## config.mk

```make
export PLATFORM = sky130hd
export DESIGN_NAME = demultiplexer14
export DESIGN_NICKNAME = d
export VERILOG_FILES = /design/src/rtl/demux_pkg.sv /design/src/rtl/demux_seq.sv /design/src/rtl/demultiplexer14.sv
export SDC_FILE = /design/constraint.sdc
export NUM_CORES = 1
export LEC_CHECK = 0
export ABC_AREA = 1
export ABC_CLOCK_PERIOD_IN_PS = 1200
export BUFFER_PORTS_ARGS = -buffer_cell sky130_fd_sc_hd__buf_2
export CAP_MARGIN = 5
export CORE_MARGIN = 2
export CORE_UTILIZATION = 43
export CTS_CLUSTER_DIAMETER = 30
export CTS_CLUSTER_SIZE = 14
export DETAILED_ROUTE_END_ITERATION = 8
export PLACE_DENSITY = 0.71
export SYNTH_ARGS = -nofsm -noshare
export SYNTH_HDL_FRONTEND = slang
export SYNTH_HIERARCHICAL = 1
export SYNTH_SLANG_ARGS = --single-unit
```

## constraint.sdc

```tcl
create_clock -name clk -period 1.2 [get_ports clk]
set_clock_uncertainty 0.15 [all_clocks]
set_input_delay 0.18 -clock clk [delete_from_list [all_inputs] [get_ports clk]]
set_output_delay 0.18 -clock clk [all_outputs]
set_load 0.1 [all_outputs]
```

## src/rtl/demux_pkg.sv

```systemverilog
// Shared definitions for the 1-to-4 demultiplexer.
//   CH_A..CH_D : 2-bit channel codes (A = 0 ... D = 3)
//   NUM_CH     : number of output channels
//   state_t    : control FSM states
//   ch_onehot  : channel code to one-hot strobe (bit0 = A ... bit3 = D)
package demux_pkg;

    localparam int NUM_CH = 4;

    localparam logic [1:0] CH_A = 2'd0;
    localparam logic [1:0] CH_B = 2'd1;
    localparam logic [1:0] CH_C = 2'd2;
    localparam logic [1:0] CH_D = 2'd3;

    typedef enum logic [1:0] {
        IDLE  = 2'd0,
        RUN   = 2'd1,
        ALIGN = 2'd2
    } state_t;

    function automatic logic [NUM_CH-1:0] ch_onehot(input logic [1:0] ch);
        logic [NUM_CH-1:0] oh;
        oh     = '0;
        oh[ch] = 1'b1;
        return oh;
    endfunction

endpackage

```

## src/rtl/demux_seq.sv

```systemverilog
// Auto-rotation sequencer: channel pointer, wrap and frame_done strobe.
//   clk, reset  : clock, asynchronous active-low reset
//   enable      : when low the pointer is frozen (resync ignored)
//   auto_mode   : 1 = pointer advances on each transfer
//   xfer        : a sample is accepted this cycle
//   resync      : return the pointer to channel A
//   align       : FSM is in ALIGN, return the pointer to channel A
//   ptr         : current auto-mode channel
//   frame_done  : registered strobe, high the cycle after a sample lands in D
module demux_seq
    import demux_pkg::*;
(
    input  logic       clk,
    input  logic       reset,
    input  logic       enable,
    input  logic       auto_mode,
    input  logic       xfer,
    input  logic       resync,
    input  logic       align,
    output logic [1:0] ptr,
    output logic       frame_done
);

    always_ff @(posedge clk or negedge reset) begin
        if (!reset) begin
            ptr        <= CH_A;
            frame_done <= 1'b0;
        end else begin
            // In auto mode the sample goes to ptr, so a transfer with ptr at D
            // is the last sample of the frame, even if resync is also active.
            frame_done <= xfer && auto_mode && (ptr == CH_D);
            if (enable) begin
                if (align || resync)
                    ptr <= CH_A;
                else if (xfer && auto_mode)
                    ptr <= ptr + 2'd1;   // natural 2-bit wrap D -> A
            end
        end
    end

endmodule

```

## src/rtl/demultiplexer14.sv

```systemverilog
// 1-to-4 demultiplexer with manual (S1,S2) or auto time-division routing.
//   clk, reset     : clock, asynchronous active-low reset
//   enable         : block enable; low forces IDLE and holds all state
//   mode           : 0 = manual routing, 1 = auto rotation
//   S1, S2         : manual channel select, S1 = MSB
//   resync         : force the auto pointer to channel A
//   X, x_valid     : input sample and its valid flag
//   x_ready        : combinational accept flag (enable and RUN)
//   A, B, C, D     : registered per-channel data
//   out_valid      : one-cycle strobe per channel (bit0 = A)
//   frame_done     : one-cycle strobe when auto mode fills channel D
//   sel_cur        : channel the next accepted sample routes to
module demultiplexer14
    import demux_pkg::*;
#(
    parameter int WIDTH = 1
) (
    input  logic             clk,
    input  logic             reset,
    input  logic             enable,
    input  logic             mode,
    input  logic             S1,
    input  logic             S2,
    input  logic             resync,
    input  logic [WIDTH-1:0] X,
    input  logic             x_valid,
    output logic             x_ready,
    output logic [WIDTH-1:0] A,
    output logic [WIDTH-1:0] B,
    output logic [WIDTH-1:0] C,
    output logic [WIDTH-1:0] D,
    output logic [3:0]       out_valid,
    output logic             frame_done,
    output logic [1:0]       sel_cur
);

    state_t     state;
    logic       mode_p0;     // mode seen last enabled cycle, for change detection
    logic       xfer;
    logic [1:0] ptr;

    assign x_ready = enable && (state == RUN);
    assign xfer    = x_valid && x_ready;
    assign sel_cur = mode ? ptr : {S1, S2};

    demux_seq u_seq (
        .clk        (clk),
        .reset      (reset),
        .enable     (enable),
        .auto_mode  (mode),
        .xfer       (xfer),
        .resync     (resync),
        .align      (state == ALIGN),
        .ptr        (ptr),
        .frame_done (frame_done)
    );

    // Control FSM: any mode change while running costs one ALIGN cycle.
    always_ff @(posedge clk or negedge reset) begin
        if (!reset) begin
            state   <= IDLE;
            mode_p0 <= 1'b0;
        end else if (!enable) begin
            state   <= IDLE;
        end else begin
            mode_p0 <= mode;
            case (state)
                IDLE:    state <= RUN;
                RUN:     if (mode != mode_p0) state <= ALIGN;
                ALIGN:   state <= RUN;
                default: state <= IDLE;
            endcase
        end
    end

    // Output stage: only the selected channel loads; strobe lasts one cycle.
    always_ff @(posedge clk or negedge reset) begin
        if (!reset) begin
            A         <= '0;
            B         <= '0;
            C         <= '0;
            D         <= '0;
            out_valid <= '0;
        end else begin
            out_valid <= '0;
            if (xfer) begin
                out_valid <= ch_onehot(sel_cur);
                case (sel_cur)
                    CH_A:    A <= X;
                    CH_B:    B <= X;
                    CH_C:    C <= X;
                    default: D <= X;
                endcase
            end
        end
    end

endmodule

```

# == Word-level counts from Yosys, hierarchy flattened ==
# Index checks and enable logic that the tools add are counted.
# op_classes
addsub,1
n_mul,0
reduce_logical,16
n_mux,9
shifts,0
n_eq_ne,7
n_div,0
bitwise,1
magnitude_cmp,2
# ops
operator,n
$mux W2,5
$reduce_and A2 Y1,5
$eq A2 B2 Y1 const B,3
$logic_and A1 B1 Y1,5
$eq A2 B1 Y1 const B,2
$logic_not A2 Y1,2
$mux W4,1
$pmux W2 S2,1
$lt A2 B3 Y1 const B,1
$ne A3 B2 Y1 const B,1
$reduce_or A3 Y1,1
$add A2 B1 Y2 const B,1
$demux W1 S2,1
$ge A2 B1 Y1 const B,1
$reduce_bool A2 Y1,1
$reduce_or A2 Y1,1
$logic_or A1 B1 Y1,1
$mux W1,1
$ne A1 B1 Y1,1
$not A1 Y1,1
# totals
wordCells,45
in_bits,9
memories,0
romBits,0
reg_bits,14
mem_bits_rw,0
latch_bits,0

# == Logic depth before layout (Yosys ltp) ==
# Gate-level depths: netlist of the first run.
# depth
depth_word,6
mapped_depth,8
depth_no_buf,8

# == By module ==
# The synthesis of the first run kept the hierarchy.
# by_module_without_submodules
module,area_per_inst_um2,n_inst,cells_each
demultiplexer14,540.5,1,65
demux_seq,147.6,1,18

# == Worst setup path before layout of the first run ==
# No wires, ideal clock.
# synth_timing
path_type,flip-flop to output port
start,register state[1]
end,output x_ready
path_stages_with_launch,4
required_ns,0.870
arrival_ns,1.110
setup_slack_ns,-0.240
cell_sequence,dfrtp_1 > inv_1 > nand3_1 > inv_1
# synth_between
elab_chain_cells,2
# synth_rtl
element,line_no,source
from (decl),demultiplexer14.sv:37,state_t state;
from (signal assigned),demultiplexer14.sv:61,state <= IDLE;
from (signal assigned),demultiplexer14.sv:64,state <= IDLE;
from (signal assigned),demultiplexer14.sv:68,IDLE: state <= RUN;
$eq A2 B1 Y1,demultiplexer14.sv:42,assign x_ready = enable && (state == RUN);
$logic_and A1 B1 Y1,demultiplexer14.sv:42,
to (decl),demultiplexer14.sv:27,"output logic x_ready,"
# No other way between the ends.

# == Worst setup path after layout of the first run ==
# Same ends and word-level chain as after synthesis.

==> results of run 1 <==
critical path: cells and delay by family, from the launching register on:
family / cells / cell delay, ns
and+or+nand+nor: 1 / 0.06
DFF: 1 / 0.41
buffers and inverters: 4 / 0.42
area by class of cell:
cell class | count | area [um^2]
clock buffers | 4 | 26.28
repair buffers | 41 | 461.7
multi-input cells | 54 | 379.1
fillers | 71 | 195.2
flip-flops and latches | 14 | 361.6
well taps | 16 | 20.02
inverters | 15 | 62.56
routing by layer:
layer	global-route usage, %	vias to the layer above	wire, um
met2	36.18	56	1167
met5	0	-	0
met3	4.583	15	131
met4	15.76	0	118
li1	-	339	-
met1	27.11	368	894
path summary, 6_finish.rpt:
path / startpoint / endpoint
setup / recovery: state[1] / x_ready
hold / removal: resync / u_seq/ptr[1]
setup reg to reg: state[1] / u_seq/ptr[0]
hold reg to reg: A / A
min in group asynchronous: reset / C
max in group asynchronous: reset / out_valid[1]
kinds of logic after synthesis:
| group | synth area share, % |
|---|---|
| AND/OR/NAND/NOR | 34.91 |
| flip-flops | 50.91 |
| XOR/XNOR | 1.273 |
| buffers and inverters | 8.181 |
| AO/OA/AOI/OAI | 2.909 |
| adder cells (fa/ha/maj) | 1.818 |
where the power goes:
part | leakage (nW) | switching [W] | total, W | internal [W]
combinational | 0.489 | 0.000515 | 0.000821 | 0.000306
sequential | 0.170 | 0.0000549 | 0.000582 | 0.000527
clock | 0.0150 | 0.000172 | 0.000301 | 0.000130
total | 0.674 | 0.000741 | 0.00170 | 0.000963
metrics by stage:
stage	setup slack [ns]	std cells	cell area, um^2
after floorplan	-0.02757	83	744.5
after global routing	-0.3460	144	1311
after global placement	-0.01471	124	1082
after detailed placement	-0.09540	124	1082
final	-0.3202	144	1311
after CTS	-0.2879	141	1242
flip-flops by register name (all words and copies together), names as in the netlist:
signal	count
D	1
B	1
out_valid	4
u_seq/ptr	2
mode_p0	1
A	1
state	2
u_seq/frame_done	1
C	1
Yosys cell counts:
cell type,n,area share [%]
nand2_1,26,14
dfrtp_1,14,51
inv_1,13,7.1
nor2_1,6,3.3
nand3_1,5,3.6
nand2_4,3,4.9
nand4_1,3,2.7
nor2_2,3,2.7
nand2_2,2,1.8
a21boi_0,1,1.1
a21oi_1,1,0.73
clkinv_1,1,0.54
ha_1,1,1.8
inv_2,1,0.54
nor2_4,1,1.6
o21bai_1,1,1.1
xnor2_1,1,1.3
timing repair:
| item | 4_1_cts | 5_1_grt |
|---|---|---|
| hold buffers | 2 | 0 |
| endpoints found under the setup margin | 16 | 23 |
| gates resized for setup | 7 | 18 |
| pin swaps | 10 | 10 |
| endpoints found under the hold margin | 15 | 0 |
| setup buffers | 11 | 4 |
==> results_dict.tcl, run 1 <==
set metrics [dict create \
    powerDensity_mw_per_mm2 1300 \
    routedWlPerCell_um 16.05 \
    yosys_warnings 6 \
    status "complete, but fails checks" \
    grt-ovfl-total 0 \
    reg2reg_depth 9 \
    path_cells "inv_2, buf_6, nand3_4, clkinvlp_4, buf_12" \
    place.gp.congestion 0.7937 \
    initial_utilization_pct 45.68 \
    grt_pass1_wl_mm 3.091 \
    synth-seq-cells 14 \
    port-buffer-count 20 \
    antenna_found_initial 0 \
    crit_type "flop to output port" \
    core_area_mm2 0.001506 \
    cts_inserted_buffers 3 \
    first_iter_violations 31 \
    vias 778 \
    n_antenna_cell 0 \
    routed_wl_mm 2.311 \
    final_common_cell "nand2_1" \
    setup_viol 24 \
    row_count 14 \
    hold_path.class "input port to flop" \
    clockRootBuffer "clkbuf_4" \
    cap_violations 0 \
    worstPathRequired_ns 0.87 \
    crit_slowest_cell "dfrtp_1" \
    detail_route.first_pass.iterations 4 \
    ios 21 \
    hold-path-cell-count 4 \
    syn_to_final_growth_pct 90.55 \
    clock_latency_ns 0.29 \
    clockBufferDepth 2 \
    postLayoutCoreUtil_pct 87.04 \
    synthCells 83 \
    cts.sinks 14 \
    worst_slack_ns -0.3202 \
    worst_pin_slew_ns 0.3164 \
    worst-path-max-fanout 2 \
    hold_slack_ns 0.04550 \
    ir_drop_mv 1.173 \
    syn_area_um2 688.2 \
    die_y_um 44.01 \
    dieArea_mm2 0.001936 \
    fmax_mhz 657.8 \
    rsz0062_at_grt "true" \
    endpoint_kind "output port" \
    reg2reg_slack_ns -0.29 \
    leakagePower_nw 0.6735 \
    layout-drive-gt1-share_pct 64.06 \
    hold_violations 0 \
    grt_max_degree 15 \
    finalCritPeriodShare_pct 126.7 \
    yosysSeqAreaShare_pct 50.91 \
    finalCriticalPeriod_ns 1.520 \
    slew_violations 0 \
    worstPathArrival_ns 1.19 \
    clk_pin_slew_ns 0.08 \
    violations "negative setup slack" \
    cts_tree "built" \
    yosysUniqueCellTypes 17 \
    layout_common_cells "nand2_1 (15), buf_4 (14), buf_12 (12)" \
    maxSlewHeadroom_pct 78.90 \
    worst_setup_path_start_kind "flop" \
    die_w_um 44.01 \
    synth_fp_nets 93 \
    grtUsageTotal_pct 22.67 \
    fin_nets 139 \
    power_w 0.001704 \
    htreeDepth 1 \
    hpwl_mm 1.178 \
    ant_nets 0 \
    slowest_delay_ns 0.41 \
    syn-mean-instance-area_um2 8.291 \
    vias_per_cell 5.403 \
    grt_pass1_vias 706 \
    drcViolationCount 0 \
    setup-tns-final_ns -3.169 \
]
Note: power is estimated with default switching activity, not from simulation.
==> inputs of run 2 (changes only) <==
--- a/config.mk
+++ b/config.mk
@@ -10,12 +10,11 @@
 export BUFFER_PORTS_ARGS = -buffer_cell sky130_fd_sc_hd__buf_2
 export CAP_MARGIN = 5
 export CORE_MARGIN = 2
-export CORE_UTILIZATION = 43
+export CORE_UTILIZATION = 42
 export CTS_CLUSTER_DIAMETER = 30
 export CTS_CLUSTER_SIZE = 14
 export DETAILED_ROUTE_END_ITERATION = 8
 export PLACE_DENSITY = 0.71
 export SYNTH_ARGS = -nofsm -noshare
 export SYNTH_HDL_FRONTEND = slang
-export SYNTH_HIERARCHICAL = 1
 export SYNTH_SLANG_ARGS = --single-unit
==> run 2 against run 1 <==
  * The run still ends with negative setup slack left
  * Sequential share of layout area up 2.8 points
  * Clock power increased by 13%
  * Count of clock-buffer cells in the layout stayed put
==> results_dict.tcl, run 2 <==
set metrics [dict create \
    syn_area_um2 633.1 \
    finalCriticalPeriod_ns 1.403 \
    nFillCells 76 \
    swShare_pct 44.44 \
    leakagePower_nw 0.5718 \
    die_w_um 42.83 \
    yosys_warnings 0 \
    initial_utilization_pct 43.55 \
    hpwl_mm 1.073 \
    synthCells 72 \
    p_switching_w 0.0009255 \
    worstPathArrival_ns 1.07 \
    worst_setup_path_start_kind "flop" \
    top_regs "out_valid: 4 flops, state: 2 flops, u_seq.ptr: 2 flops" \
    grt-ovfl-total 0 \
    p_int_w 0.001157 \
    violations "negative setup slack" \
    synth-main-ff-cell "dfrtp_1" \
    grtUsageTotal_pct 19.43 \
    row_count 14 \
    layout-drive-gt1-share_pct 65.74 \
    cap_violations 0 \
    clockBufferDepth 2 \
    reg2reg_slack_ns -0.11 \
    place.gp.congestion 0.7502 \
    worst_pin_slew_ns 0.3855 \
    htreeDepth 1 \
    hold-path-cell-count 3 \
    cts_inserted_buffers 3 \
    worst_slack_ns -0.2026 \
    final_common_cell "buf_12" \
    power_w 0.002082 \
    clk_pin_slew_ns 0.09 \
    fmax_mhz 713.0 \
    ir_drop_mv 1.054 \
    ys_top_cells_by_count "nand2_1 (15), dfrtp_1 (14), inv_1 (13)" \
    synth_fp_nets 82 \
    combPwrFrac_pct 53.2 \
    ios 21 \
    async_reset_ff_share_pct 100.0 \
    status "complete, but fails checks" \
    pwr-share-clk_pct 16.4 \
    fin_nets 119 \
    synth-seq-cells 14 \
    pwr-share-seq_pct 30.4 \
    maxSlewHeadroom_pct 74.03 \
    port-buffer-count 20 \
    setup_viol 18 \
    largest_reg_flops 4 \
    layout_common_cells "buf_12 (12), dfrtp_2 (10), nand2_1 (9), buf_4 (9)" \
    detail_route.first_pass.iterations 3 \
    worst-path-max-fanout 2 \
    synth.most_common_cell "nand2_1" \
    synth_top_area_share_pct 55.34 \
    postLayoutCoreUtil_pct 82.19 \
    grt_pass1_vias 621 \
    hp-start "enable" \
    yosysUniqueCellTypes 16 \
    clock_latency_ns 0.28 \
    endpoint_kind "output port" \
    timing.rr.end "u_seq.ptr[1]" \
    grt_pass1_wl_mm 2.649 \
    routed_wl_mm 1.602 \
    clockRootBuffer "clkbuf_4" \
    antenna_found_initial 0 \
    syn_to_final_growth_pct 88.74 \
    grt_max_degree 15 \
    synth_area_leaders "dfrtp_1 (55%), nand2_1 (8.9%), inv_1 (7.7%), nand3_1 (6.3%), nor2_1 (3.0%)" \
    cts.sinks 14 \
    hold_end "state[1]" \
    multi_input_area_um2 331.6 \
    vias_per_cell 4.806 \
    core_area_mm2 0.001454 \
    regArea_um2 362.8 \
    crit_type "flop to output port" \
    cts_tree "built" \
    place_ws_ns -0.1017 \
    worstPathRequired_ns 0.87 \
    n_antenna_cell 0 \
    dieArea_mm2 0.001834 \
    hold_violations 0 \
    ant_nets 0 \
    vias 596 \
    drcViolationCount 0 \
    slew_violations 0 \
    die_y_um 42.83 \
    r2r-start "state[0]" \
    powerDensity_mw_per_mm2 1743 \
    hold_path.class "input port to flop" \
    yosysSeqAreaShare_pct 55.34 \
    rsz0062_at_grt "true" \
    reg2reg_depth 8 \
    finalCritPeriodShare_pct 116.9 \
    yosysTopAreaCell "dfrtp_1" \
    syn-mean-instance-area_um2 8.793 \
    first_iter_violations 6 \
    synth_edf_count 0 \
    routedWlPerCell_um 12.92 \
    regMostFlops "out_valid" \
]
==> run 2: cell count changes in the layout (fill, tap and decap cells not counted), sizes merged, moves of 3 or more <==
cell	previous run	this run
nor2	10	7
o21ai	0	8
buf	39	32
nand2	31	15
nand4	3	0
nand3	5	8
==> run 2: logic make-up after synthesis <==
family          count (synthesis)  synth area share [%]
flops                          14                 55.34
compound gates                 11                 11.66
xor+xnor                        1                 1.384
simple gates                   30                 20.16
fa+ha+maj                       1                 1.976
buf+inv                        15                 9.487
==> run 2: through the flow <==
stage	setup TNS [ns]	cell area, um^2	hold WS [ns]	cells
global route	-1.942	1195	0.05063	124
finish	-1.157	1195	0.04722	124
global placement	-0.1827	1010	-0.06211	111
floorplan	-3.592	686.9	-0.2656	72
CTS	-1.291	1150	0.04200	123
detailed placement	-0.3826	1010	-0.05263	111
==> run 2: power groups by stage <==
stage / registers, W / logic (W) / clock network, W
final: 0.000633 / 0.00111 / 0.000341
after global routing: 0.000643 / 0.00116 / 0.000364
after CTS: 0.000630 / 0.00108 / 0.000351
after detailed placement: 0.000645 / 0.000981 / 0
after global placement: 0.000642 / 0.000964 / 0
after floorplan: 0.000977 / 0.000268 / 0
==> run 2: area by class of cell <==
| type | instances | area share [%] |
|---|---|---|
| timing repair buffer | 33 | 32.77 |
| sequential | 14 | 30.37 |
| multi-input combinational | 43 | 27.75 |
| inverter | 14 | 4.398 |
| clock buffer | 4 | 3.037 |
| tap | 16 | 1.675 |
==> run 2: metal layers <==
layer  GRT usage (%)  vias to the layer above  share of wire (%)
met5               0                        -                  0
met4           7.500                        0               0.87
met3           3.830                        2                3.1
met2           30.61                       12                 51
met1           26.16                      284                 45
li1                -                      298                  -
==> run 2: how the worst max path moves through the flow <==
| stage | from | cells after the start | end | slack (ns) |
|---|---|---|---|---|
| 2_1_floorplan | state[0] | 7 | u_seq.ptr[0] | -0.41 |
| 3_3_place_gp | state[1] | 6 | A | -0.06 |
| 3_5_place_dp | state[1] | 6 | A | -0.10 |
| 4_1_cts | u_seq.ptr[1] | 3 | sel_cur[1] | -0.21 |
| 5_1_grt | u_seq.ptr[1] | 3 | sel_cur[1] | -0.25 |
| 6_report | state[0] | 3 | x_ready | -0.20 |
==> run 2: timing repair <==
| action | in CTS | in global routing |
|---|---|---|
| hold endpoints to repair | 14 | 0 |
| hold buffers | 1 | 0 |
| pin swaps | 8 | 9 |
| gates cloned | 0 | 0 |
| setup buffers | 7 | 1 |
| setup endpoints to repair | 18 | 23 |
| gates resized for setup | 11 | 13 |
==> run 2: critical path, stage by stage, from the launching register on <==
cell and delay, ns:
dfrtp_1 0.40, nand2_2 0.08, nor2_4 0.12, buf_12 0.18
==> inputs of run 3 (changes only) <==
--- a/config.mk
+++ b/config.mk
@@ -14,7 +14,7 @@
 export CTS_CLUSTER_DIAMETER = 30
 export CTS_CLUSTER_SIZE = 14
 export DETAILED_ROUTE_END_ITERATION = 8
-export PLACE_DENSITY = 0.71
+export PLACE_DENSITY = 0.77
 export SYNTH_ARGS = -nofsm -noshare
 export SYNTH_HDL_FRONTEND = slang
 export SYNTH_SLANG_ARGS = --single-unit
==> run 3 against run 2 <==
  * The run still ends with negative setup slack left
  * Non-clock buffer count unchanged
  * Cell count did not move
  * Critical path type unchanged
  * Register-to-register slack worse by 0.06 ns
  * Sequential share of layout area up 0.38 points
  * Maximum frequency fell by 4.5%
  * Sequential power rose by 0.9%
  * Clock power fell by 12%
  * Worst hold slack got worse by 0.028 ns
  * Count of clock-buffer cells in the layout is the same
  * Largest cell class unchanged
  * Critical path depth stayed put
==> results_dict.tcl, run 3 (synthesized netlist as in run 2, its figures left out) <==
set metrics [dict create \
    worstPathArrival_ns 1.14 \
    slew_violations 0 \
    port-buffer-count 20 \
    grt_pass1_wl_mm 3.042 \
    status "complete, but fails checks" \
    ant_nets 0 \
    place.gp.congestion 0.7800 \
    cp_num_cells 3 \
    hold-path-cell-count 3 \
    path_buf_inv 2 \
    detail_route.first_pass.iterations 4 \
    cap_violations 0 \
    worstPathRequired_ns 0.87 \
    crit_slowest_cell "dfrtp_1" \
    clock_latency_ns 0.28 \
    clockBufferDepth 2 \
    htreeDepth 1 \
    routedWlPerCell_um 15.28 \
    die_w_um 42.83 \
    ir_drop_mv 1.837 \
    fmax_mhz 681.0 \
    fin_cells 124 \
    cts_tree "built" \
    cts_inserted_buffers 3 \
    maxSlewHeadroom_pct 77.53 \
    top_regs "out_valid: 4 flops, state: 2 flops, u_seq.ptr: 2 flops" \
    routed_wl_mm 1.895 \
    finalCritPeriodShare_pct 122.4 \
    hpwl_mm 1.081 \
    syn_to_final_growth_pct 85.77 \
    vias_per_cell 5.137 \
    placed_area_mm2 0.001010 \
    layout_common_cells "buf_12 (12), inv_1 (10), dfrtp_2 (9), nand2_1 (9), buf_4 (9)" \
    core_area_mm2 0.001454 \
    path_cells "inv_2, o21ai_4, buf_12" \
    fin_nets 119 \
    initial_utilization_pct 43.55 \
    postLayoutCoreUtil_pct 80.90 \
    endpoint_kind "output port" \
    worst_slack_ns -0.2684 \
    leakagePower_nw 0.5647 \
    cts.sinks 14 \
    hold_violations 0 \
    antenna_found_initial 0 \
    grt_pass1_vias 664 \
    hold_path.class "input port to flop" \
    crit_type "flop to output port" \
    regMostFlops "out_valid" \
    grt-ovfl-total 0 \
    reg2reg_depth 7 \
    slowest_delay_ns 0.41 \
    grt_max_degree 15 \
    vias 637 \
    powerDensity_mw_per_mm2 1738 \
    worst_setup_path_start_kind "flop" \
    first_iter_violations 10 \
    rsz0062_at_grt "true" \
    clk_pin_slew_ns 0.10 \
    layout-drive-gt1-share_pct 62.96 \
    drcViolationCount 0 \
    place_ws_ns -0.08713 \
    setup_viol 18 \
    clockRootBuffer "clkbuf_4" \
    die_y_um 42.83 \
    final_common_cell "buf_12" \
    violations "negative setup slack" \
    largest_reg_flops 4 \
    design_area_mm2 0.001176 \
    worst_pin_slew_ns 0.3371 \
    ios 21 \
    finalCriticalPeriod_ns 1.468 \
    dp.cells 111 \
    cpLargestDelayFamily "flip-flops" \
    worst-path-max-fanout 2 \
    dieArea_mm2 0.001834 \
    n_antenna_cell 0 \
    row_count 14 \
    grtUsageTotal_pct 22.80 \
]
[run 3: what timing repair did]
item	4_1_cts	5_1_grt
hold endpoints to repair	14	0
setup endpoints to repair	15	23
setup buffers	6	2
hold buffers	1	0
pin swaps	7	7
gates resized for setup	4	17
[run 3: final timing paths]
check | startpoint | endpoint | slack, ns
max | u_seq.ptr[1] | sel_cur[1] | -0.27
min | x_valid | u_seq.frame_done | 0.02
min in group asynchronous | reset | state[1] | 0.19
max in group asynchronous | reset | D | 0.44
min reg2reg | C | C | 0.40
max reg2reg | u_seq.ptr[1] | C | -0.17
[run 3: cell type report]
cell class,count,area [um^2]
multi-input cells,43,324.1
clock buffers,4,26.28
fillers,86,277.8
flip-flops and latches,14,361.6
inverters,14,52.55
well taps,16,20.02
repair buffers,33,391.6
[run 3: through the flow]
step	total power (W)	hold WS, ns	setup TNS (ns)
2_1_floorplan	0.001245	-0.2656	-3.592
3_3_place_gp	0.001608	-0.06501	-0.07497
3_5_place_dp	0.001628	-0.05592	-0.2623
4_1_cts	0.001962	0.02581	-1.271
5_1_grt	0.002118	0.02522	-2.723
6_report	0.002044	0.01914	-1.799
[run 3: per-layer routing]
metal	wire, um	global-route usage (%)	vias up
li1	-	-	299
met4	25	9.375	0
met3	64	4.255	4
met2	1024	40.30	22
met1	780	26.63	312
met5	0	0	-
[run 3: tightest hold or removal path: stages]
cell and delay (ns):
buf_2 0.12, nand3_4 0.09, nor2_2 0.03
[run 3: power breakdown]
group,total (W),switching (W),internal [W]
logic,0.00111,0.000703,0.000404
registers,0.000639,0.0000829,0.000556
clock network,0.000299,0.000170,0.000129
